[config.mk]
export PLATFORM = sky130hd
export DESIGN_NAME = decode_stage
export DESIGN_NICKNAME = d
export VERILOG_FILES = /design/src/rtl/decode_stage.sv
export SDC_FILE = /design/constraint.sdc
export NUM_CORES = 2
export LEC_CHECK = 0
export CAP_MARGIN = 25
export CELL_PAD_IN_SITES_DETAIL_PLACEMENT = 1
export CELL_PAD_IN_SITES_GLOBAL_PLACEMENT = 1
export CORE_MARGIN = 10
export CORE_UTILIZATION = 40
export DETAILED_ROUTE_END_ITERATION = 10
export PLACE_DENSITY = 0.8
export SYNTH_ARGS = -nofsm -noshare
export SYNTH_HDL_FRONTEND = slang
export SYNTH_SLANG_ARGS = --single-unit
[constraint.sdc]
create_clock -name clk -period 3.5 [get_ports clk]
set_clock_uncertainty 0.15 [all_clocks]
set_input_delay 0.35 -clock clk [delete_from_list [all_inputs] [get_ports clk]]
set_output_delay 0.35 -clock clk [all_outputs]
set_load 0.02 [all_outputs]
[src/rtl/decode_stage.sv]
// decode_stage: instruction-decode stage with an integrated register file
// and a single ID/EX pipeline register.
//
// Ports:
//   clk, reset           rising-edge clock, synchronous active-high reset
//   if_valid/if_instr    instruction offered by fetch
//   if_ready             decode consumes if_instr this cycle (combinational)
//   wb_we/addr/data      register write-back port, bypassed into operand reads
//   flush                drop the ID/EX contents and the incoming instruction
//   ex_ready             execute accepts the ID/EX contents
//   ex_*                 decoded ID/EX payload, qualified by ex_valid
//   hazard_stalls        saturating count of load-use stall cycles
module decode_stage #(
  parameter int         XLEN        = 32,
  parameter int         REG_ADDR_W  = 5,
  parameter int         RTYPE_MAX   = 5,
  parameter logic [5:0] LOAD_OPCODE = 6'h23,
  parameter int         CNT_W       = 16
) (
  input  logic                  clk,
  input  logic                  reset,
  input  logic                  if_valid,
  input  logic [31:0]           if_instr,
  output logic                  if_ready,
  input  logic                  wb_we,
  input  logic [REG_ADDR_W-1:0] wb_addr,
  input  logic [XLEN-1:0]       wb_data,
  input  logic                  flush,
  input  logic                  ex_ready,
  output logic                  ex_valid,
  output logic [5:0]            ex_opcode,
  output logic [XLEN-1:0]       ex_a,
  output logic [XLEN-1:0]       ex_b,
  output logic [XLEN-1:0]       ex_rt_data,
  output logic [REG_ADDR_W-1:0] ex_dest,
  output logic                  ex_is_r,
  output logic                  ex_is_load,
  output logic [CNT_W-1:0]      hazard_stalls
);

  localparam int         NREG         = 2**REG_ADDR_W;
  localparam logic [5:0] RTYPE_MAX_OP = 6'(RTYPE_MAX);

  function automatic logic [CNT_W-1:0] sat_inc(input logic [CNT_W-1:0] v);
    return (&v) ? v : v + CNT_W'(1);
  endfunction

  logic [XLEN-1:0]       rf_q [NREG];
  logic [XLEN-1:0]       rf_d [NREG];

  logic                  ex_valid_q,   ex_valid_d;
  logic [5:0]            ex_opcode_q,  ex_opcode_d;
  logic [XLEN-1:0]       ex_a_q,       ex_a_d;
  logic [XLEN-1:0]       ex_b_q,       ex_b_d;
  logic [XLEN-1:0]       ex_rt_data_q, ex_rt_data_d;
  logic [REG_ADDR_W-1:0] ex_dest_q,    ex_dest_d;
  logic                  ex_is_r_q,    ex_is_r_d;
  logic                  ex_is_load_q, ex_is_load_d;
  logic [CNT_W-1:0]      cnt_q,        cnt_d;

  logic [5:0]            op;
  logic [REG_ADDR_W-1:0] rs, rt, rd;
  logic                  is_r, is_load, hazard, adv;
  logic [XLEN-1:0]       rs_val, rt_val, imm_ext;

  // Field extraction, operand read with write-back bypass, hazard check
  always_comb begin
    op      = if_instr[31:26];
    rs      = if_instr[21 +: REG_ADDR_W];
    rt      = if_instr[16 +: REG_ADDR_W];
    rd      = if_instr[11 +: REG_ADDR_W];
    is_r    = (op <= RTYPE_MAX_OP);
    is_load = (op == LOAD_OPCODE);
    imm_ext = {{(XLEN-16){if_instr[15]}}, if_instr[15:0]};

    // r0 is hard-wired to zero, so it is never bypassed either
    if (rs == '0)                   rs_val = '0;
    else if (wb_we && wb_addr == rs) rs_val = wb_data;
    else                            rs_val = rf_q[rs];

    if (rt == '0)                   rt_val = '0;
    else if (wb_we && wb_addr == rt) rt_val = wb_data;
    else                            rt_val = rf_q[rt];

    hazard   = ex_valid_q && ex_is_load_q && (ex_dest_q != '0) &&
               ((ex_dest_q == rs) || (is_r && (ex_dest_q == rt)));
    adv      = !ex_valid_q || ex_ready;
    if_ready = flush || (adv && !hazard);
  end

  // Next-state for register file and ID/EX register
  always_comb begin
    rf_d = rf_q;
    if (wb_we && wb_addr != '0) rf_d[wb_addr] = wb_data;

    ex_valid_d   = ex_valid_q;
    ex_opcode_d  = ex_opcode_q;
    ex_a_d       = ex_a_q;
    ex_b_d       = ex_b_q;
    ex_rt_data_d = ex_rt_data_q;
    ex_dest_d    = ex_dest_q;
    ex_is_r_d    = ex_is_r_q;
    ex_is_load_d = ex_is_load_q;
    cnt_d        = cnt_q;

    if (flush) begin
      ex_valid_d = 1'b0;
    end else if (adv && hazard) begin
      // bubble: the dependent instruction waits one cycle on the input
      ex_valid_d = 1'b0;
      if (if_valid) cnt_d = sat_inc(cnt_q);
    end else if (adv) begin
      ex_valid_d = if_valid;
      if (if_valid) begin
        ex_opcode_d  = op;
        ex_a_d       = rs_val;
        ex_b_d       = is_r ? rt_val : imm_ext;
        ex_rt_data_d = rt_val;
        ex_dest_d    = is_r ? rd : rt;
        ex_is_r_d    = is_r;
        ex_is_load_d = is_load;
      end
    end
  end

  // ID/EX boundary
  always_ff @(posedge clk) begin
    if (reset) begin
      for (int i = 0; i < NREG; i++) rf_q[i] <= '0;
      ex_valid_q   <= 1'b0;
      ex_opcode_q  <= '0;
      ex_a_q       <= '0;
      ex_b_q       <= '0;
      ex_rt_data_q <= '0;
      ex_dest_q    <= '0;
      ex_is_r_q    <= 1'b0;
      ex_is_load_q <= 1'b0;
      cnt_q        <= '0;
    end else begin
      rf_q         <= rf_d;
      ex_valid_q   <= ex_valid_d;
      ex_opcode_q  <= ex_opcode_d;
      ex_a_q       <= ex_a_d;
      ex_b_q       <= ex_b_d;
      ex_rt_data_q <= ex_rt_data_d;
      ex_dest_q    <= ex_dest_d;
      ex_is_r_q    <= ex_is_r_d;
      ex_is_load_q <= ex_is_load_d;
      cnt_q        <= cnt_d;
    end
  end

  assign ex_valid      = ex_valid_q;
  assign ex_opcode     = ex_opcode_q;
  assign ex_a          = ex_a_q;
  assign ex_b          = ex_b_q;
  assign ex_rt_data    = ex_rt_data_q;
  assign ex_dest       = ex_dest_q;
  assign ex_is_r       = ex_is_r_q;
  assign ex_is_load    = ex_is_load_q;
  assign hazard_stalls = cnt_q;

endmodule

# Yosys cells after proc, flatten, opt, wreduce, memory -nomap -nowiden
# Index checks and enable logic that the tools add are counted.
# totals
word_cells	96
reg_bits	1150
output_inout_bits	127
# op_classes
order_cmp	5
eq_ne	5
n_bitwise	6
add_sub_neg	1
n_mux	15
n_reduce_logical	23
# op_table
operator	n
$bwmux W1024	1
$bmux W32 S5	2
$mux W32	10
$demux W32 S5	1
$eq A5 B5 Y1	4
$ge A6 B6 Y1 const B	3
$not A5 Y6	3
$add A16 B1 Y16 const B	1
$reduce_and A16 Y1	1
$logic_and A1 B1 Y1	10
$logic_not A5 Y1	2
$reduce_bool A5 Y1	2
$reduce_and A4 Y1	2
$eq A6 B6 Y1 const B	1
$le A6 B3 Y1 const B	1
$lt A6 B1 Y1 const B	1
$mux W5	1
$logic_or A1 B1 Y1	3
$not A1 Y1	3
$reduce_or A3 Y1	1
$logic_not A1 Y1	2

# Logic depth before layout (Yosys ltp)
# depth
depth_word	7
ltp_mapped	11

# Worst setup path after synthesis
# No wires, ideal clock.
# synth_timing
path_kind	input port to flip-flop
startpoint	input if_instr[23]
endpoint	register ex_a_q[15], in the netlist ex_a[15]
path_buffers	3
arrival_ns	2.523
path_stages	7
slack_ns	0.706
required_ns	3.228
setup_time_ns	0.122
cell_sequence	buf_2 -> clkbuf_1 -> buf_1 -> mux4_2 -> mux4_2 -> mux2_2 -> a221o_1
# synth_between
elab_chain_cells	6
# synth_lines
item	line_no	text
start: declaration	23	input logic [31:0] if_instr,
$not A5 Y6 (implied by the code) / $eq A5 B5 Y1 (equally long branches)	79, 86	
$bmux W32 S5 / $logic_or A1 B1 Y1 (equally long branches)	79, 86	
$mux W32 (implied by the code) / $logic_and A1 B1 Y1 (equally long branches)	79, 85	
$mux W32 (implied by the code) / $logic_and A1 B1 Y1 (equally long branches)	79, 108	
$mux W32 / $not A1 Y1 (equally long branches)	--	
$mux W32 / $reduce_and A4 Y1 (equally long branches)	--	
end signal: assignment	132	ex_a_q <= '0;
end signal: assignment	143	ex_a_q <= ex_a_d;
end: declaration	53	logic [XLEN-1:0] ex_a_q, ex_a_d;
# Several ways; a longest one is shown, not always the timed one. The select of a mux whose other input is x is not followed.
# A chain may end at the register's enable or synchronous reset.

# Worst setup path after layout
# layout_timing
startpoint	register ex_dest_q[4], in the netlist ex_dest[4]
endpoint	output if_ready
# layout_between
elab_chain_cells	7
# layout_lines
item	line_no	text
start: declaration	56	logic [REG_ADDR_W-1:0] ex_dest_q, ex_dest_d;
start signal: assignment	146	ex_dest_q <= ex_dest_d;
$eq A5 B5 Y1	86	((ex_dest_q == rs) || (is_r && (ex_dest_q == rt)));
$logic_and A1 B1 Y1	86	
$logic_or A1 B1 Y1	86	
$logic_and A1 B1 Y1 *	85	hazard = ex_valid_q && ex_is_load_q && (ex_dest_q != '0) &&
$logic_not A1 Y1 *	88	if_ready = flush || (adv && !hazard);
$logic_and A1 B1 Y1 *	88	
$logic_or A1 B1 Y1 *	88	
end: declaration	24	output logic if_ready,
# Every way passes the cells marked *; elsewhere a longest branch is shown, timed or not.

==> results.md <==
* Total clock buffers created by CTS at 117
* Synthesized area per cell at 8.90 sq um
* Remaining antenna violation count at 0
* Number of enable-type register cells in the synthesized netlist at 0
* Via count of the first global-routing pass at ~57000
* Worst vdd rail ir drop at 409 uV
* Die Outline Area at 159000 sq um
* Area of the mapped netlist at around 57000 sq um
* Setup Fix Bufs, Post-CTS at 0
* TritonCTS clock tree: yes
* Worst slew margin relative to its limit at 25.1%
* Sink Count at 1150
* Combined area of the multi-input logic cells at 31700 sq um
* Maximum net fanout on the critical path at 8
* Kind of end point of the critical path: output pin
* Flop pwr share at around 45%
* Maximum achievable frequency at slightly below 300 MHz
* Placement row count at 138
* Mapped Cells at ~6400
* Clock slew at the register clock pins of the worst setup and hold paths at ~60 ps
* Sequential cell area in the final layout at between 20000 and 25000 sq um
* Finished Cell Area at between 60000 and 70000 sq um
* Antenna violations before repair at 6
* Kind of critical path: register to output pin
* Combinational cell fraction of total power at 10.0%
* Synth-to-layout area growth at 16.3%
* GPL Wtd Cong at 0.924
* Power density cells at roughly 450 nW/um^2
* Count of max-cap constraint violations at 0
* Psw at roughly 7800 uW
* GR Overflow Total at 0
* Final Cycle Share at between 90% and 100%
* Horiz. Die Dim at approximately 400 um
* Hold-fix buffers, CTS at 2
* Flip-flop cell with the highest count after synthesis: dfxtp_1
* Buffer type at the clock tree root: clkbuf_16
* Chip Height at between 300 and 400 um
* Sw Share at between 20% and 30%
* Detailed-route vias per instance at 6.65
* Fraction of registers with async set or reset after synthesis at 0%
* # H-tree levels at 3
* Placed cell area at about 63000 sq um
* Starting utilization of the core area at about two fifths
* Total negative setup slack at 0 ps
* Distinct cells, synth at between 60 and 70
* Slew Limit Fails at 0
* Data arrival time of the worst path at just under 3000 ps
* Internal power at roughly 22000 uW
* Result of the run: finished, final reports clean
* Count of cells resized by post-cts repair at 0
* TritonRoute pass-1 iters at 6
* Count of final hold-check violations at 0
* Sort of element at the start of the critical path: register
* Net Count, Synth at between 6000 and 7000
* Number of setup violations in the final report at 0
* Leading post-synthesis cells by cell area: dfxtp_1 (40%), mux4_2 (16%), nand2_1 (14%)
* Nets at ~6500
* Register bit count reported by yosys at approximately 1200
* Number of warnings issued by yosys at 0
* Fraction of layout instances using a drive strength above 1 at between 10% and 20%
* Unrepaired setup endpoints after global routing: no
* Boundary pin count at 202
* Core outline area at ~140000 sq um
* Average wire per cell in the routed design at 31.5 um
* HPWL Detailed at about 160 mm
* Combined global-route utilization of all metal layers at about a third
* Worst-Skew Late Latency at 780 ps
* Top cell type by total area after synthesis: dfxtp_1
* Fraction of synthesized cell area taken by the top area cell type at 40.2%
* Buffer depth of the longest clock path at 3
* Largest net degree at the start of global routing at 213
* Final worst path period need at approximately 3400 ps
* Fraction of power consumed by the clock network at 45.1%
* Worst hold slack at ~23 ps
* Post-detailed-routing wire length at between 200 and 300 mm
* Wire length of the first global-routing pass at 383 mm
* Worst Max-Slew Pin Slew at 1120 ps
* Min-Delay Path Class: primary input to register
* Number of vias in the routed layout at around 56000
* Share of synthesized area occupied by flip-flops and latches at between 40% and 50%
* Remaining DRCs at 0
* Endpoint required time on the critical path at ~3000 ps
* Detailed router's first-iteration violation count at 7143
* Standby leakage power at about 0.022 uW
* Filler instances at between 15000 and 20000
* Dpl ws at 145 ps
* Overall Power at just under 30000 uW
* IO Port Bufs at approximately 200
* Final Worst Setup Slack at around 110 ps
## synth_stat cells (20+ instances only)
cell	n
a21oi_1	1019
a221o_1	37
a221oi_1	80
a22o_1	70
a22oi_1	25
buf_1	30
buf_2	80
buf_4	32
clkbuf_1	505
clkbuf_2	20
dfxtp_1	1150
inv_1	20
mux2_2	48
mux2i_1	357
mux4_2	412
nand2_1	2086
nor2_1	72
nor2b_1	44
nor3b_1	36
o22ai_1	42
o2bb2ai_1	25
## state kept, by name (all words and copies together) (netlist names)
register	flops
rf_q	1024
ex_a	32
ex_b	32
ex_rt_data	32
hazard_stalls	16
ex_opcode	6
ex_dest	5
ex_is_load	1
ex_is_r	1
ex_valid	1
## final timing paths
kind | startpoint | to | slack (ps) | cells after the start
worst max register to register | ex_dest[4]$_SDFFE_PP0P_ | ex_a[18]$_SDFFE_PP0P_ | 680 | 7
worst min register to register | ex_rt_data[14]$_SDFFE_PP0P_ | ex_rt_data[14]$_SDFFE_PP0P_ | 310 | 2
worst min-delay path | if_valid | ex_valid$_SDFFE_PP0N_ | 20 | 3
worst max-delay path | ex_dest[4]$_SDFFE_PP0P_ | if_ready | 110 | 6
## worst max-delay path, cell delays in order, from the launching register on
cell	delay (ps)
dfxtp_1	380
or3_1	400
o311a_1	320
buf_4	180
nand2_1	80
a21o_1	150
clkdlybuf4s50_1	620
## per-stage QoR
step | util, % | cells
final | 46.9 | 8398
after global placement | 44.1 | 8177
after CTS | 46.9 | 8391
after detailed placement | 44.1 | 8178
after global routing | 46.9 | 8392
after floorplan | - | 6436
## layout by cell type (no fill, tap or decap), types with 36 or more instances in the layout
cell type,n
o22ai_1,42
dfxtp_1,1150
buf_4,258
a221oi_1,80
nor3b_1,36
nor2b_1,39
mux4_2,412
clkbuf_16,120
a221o_1,37
buf_12,72
mux2i_1,357
nor2_1,39
nand2_1,2055
clkdlybuf4s50_1,192
a21oi_1,1019
a22o_1,70
mux2_2,48
## kinds of logic after synthesis
kind of cell,synth area share (%)
and+or+nand+nor,16.1
DFF,40.2
xor gates and xnor gates,0.336
AOI/OAI and AO/OA,14.8
buffers and inverters,5.17
adders and majority gates,0.0218
muxes,23.4
## per-layer routing
metal,vias up,track usage (%),wire length [um]
met3,1310,9.39,33000
met4,10,23.5,22500
met5,-,0.212,86
li1,22600,-,-
met2,4056,48.4,115000
met1,27900,38.4,93800
## area by class of cell
class,count,share of cell area [%]
multi-input cells,4587,47.5
flip-flops and latches,1150,34.6
repair buffers,534,8.21
clock buffers,171,5.16
well taps,1890,3.55
clock inverters,40,0.851
inverters,20,0.113
diodes,6,0.0225
## power groups by stage
stage / registers (uW) / clock network (uW) / logic, uW
2_1_floorplan: 13700 / 0 / 1620
6_report: 13300 / 13400 / 2970
3_5_place_dp: 13600 / 0 / 2850
5_1_grt: 13300 / 14000 / 3040
4_1_cts: 13300 / 13400 / 2880
3_3_place_gp: 13600 / 0 / 2800
Power figures use the tool's default switching activity.
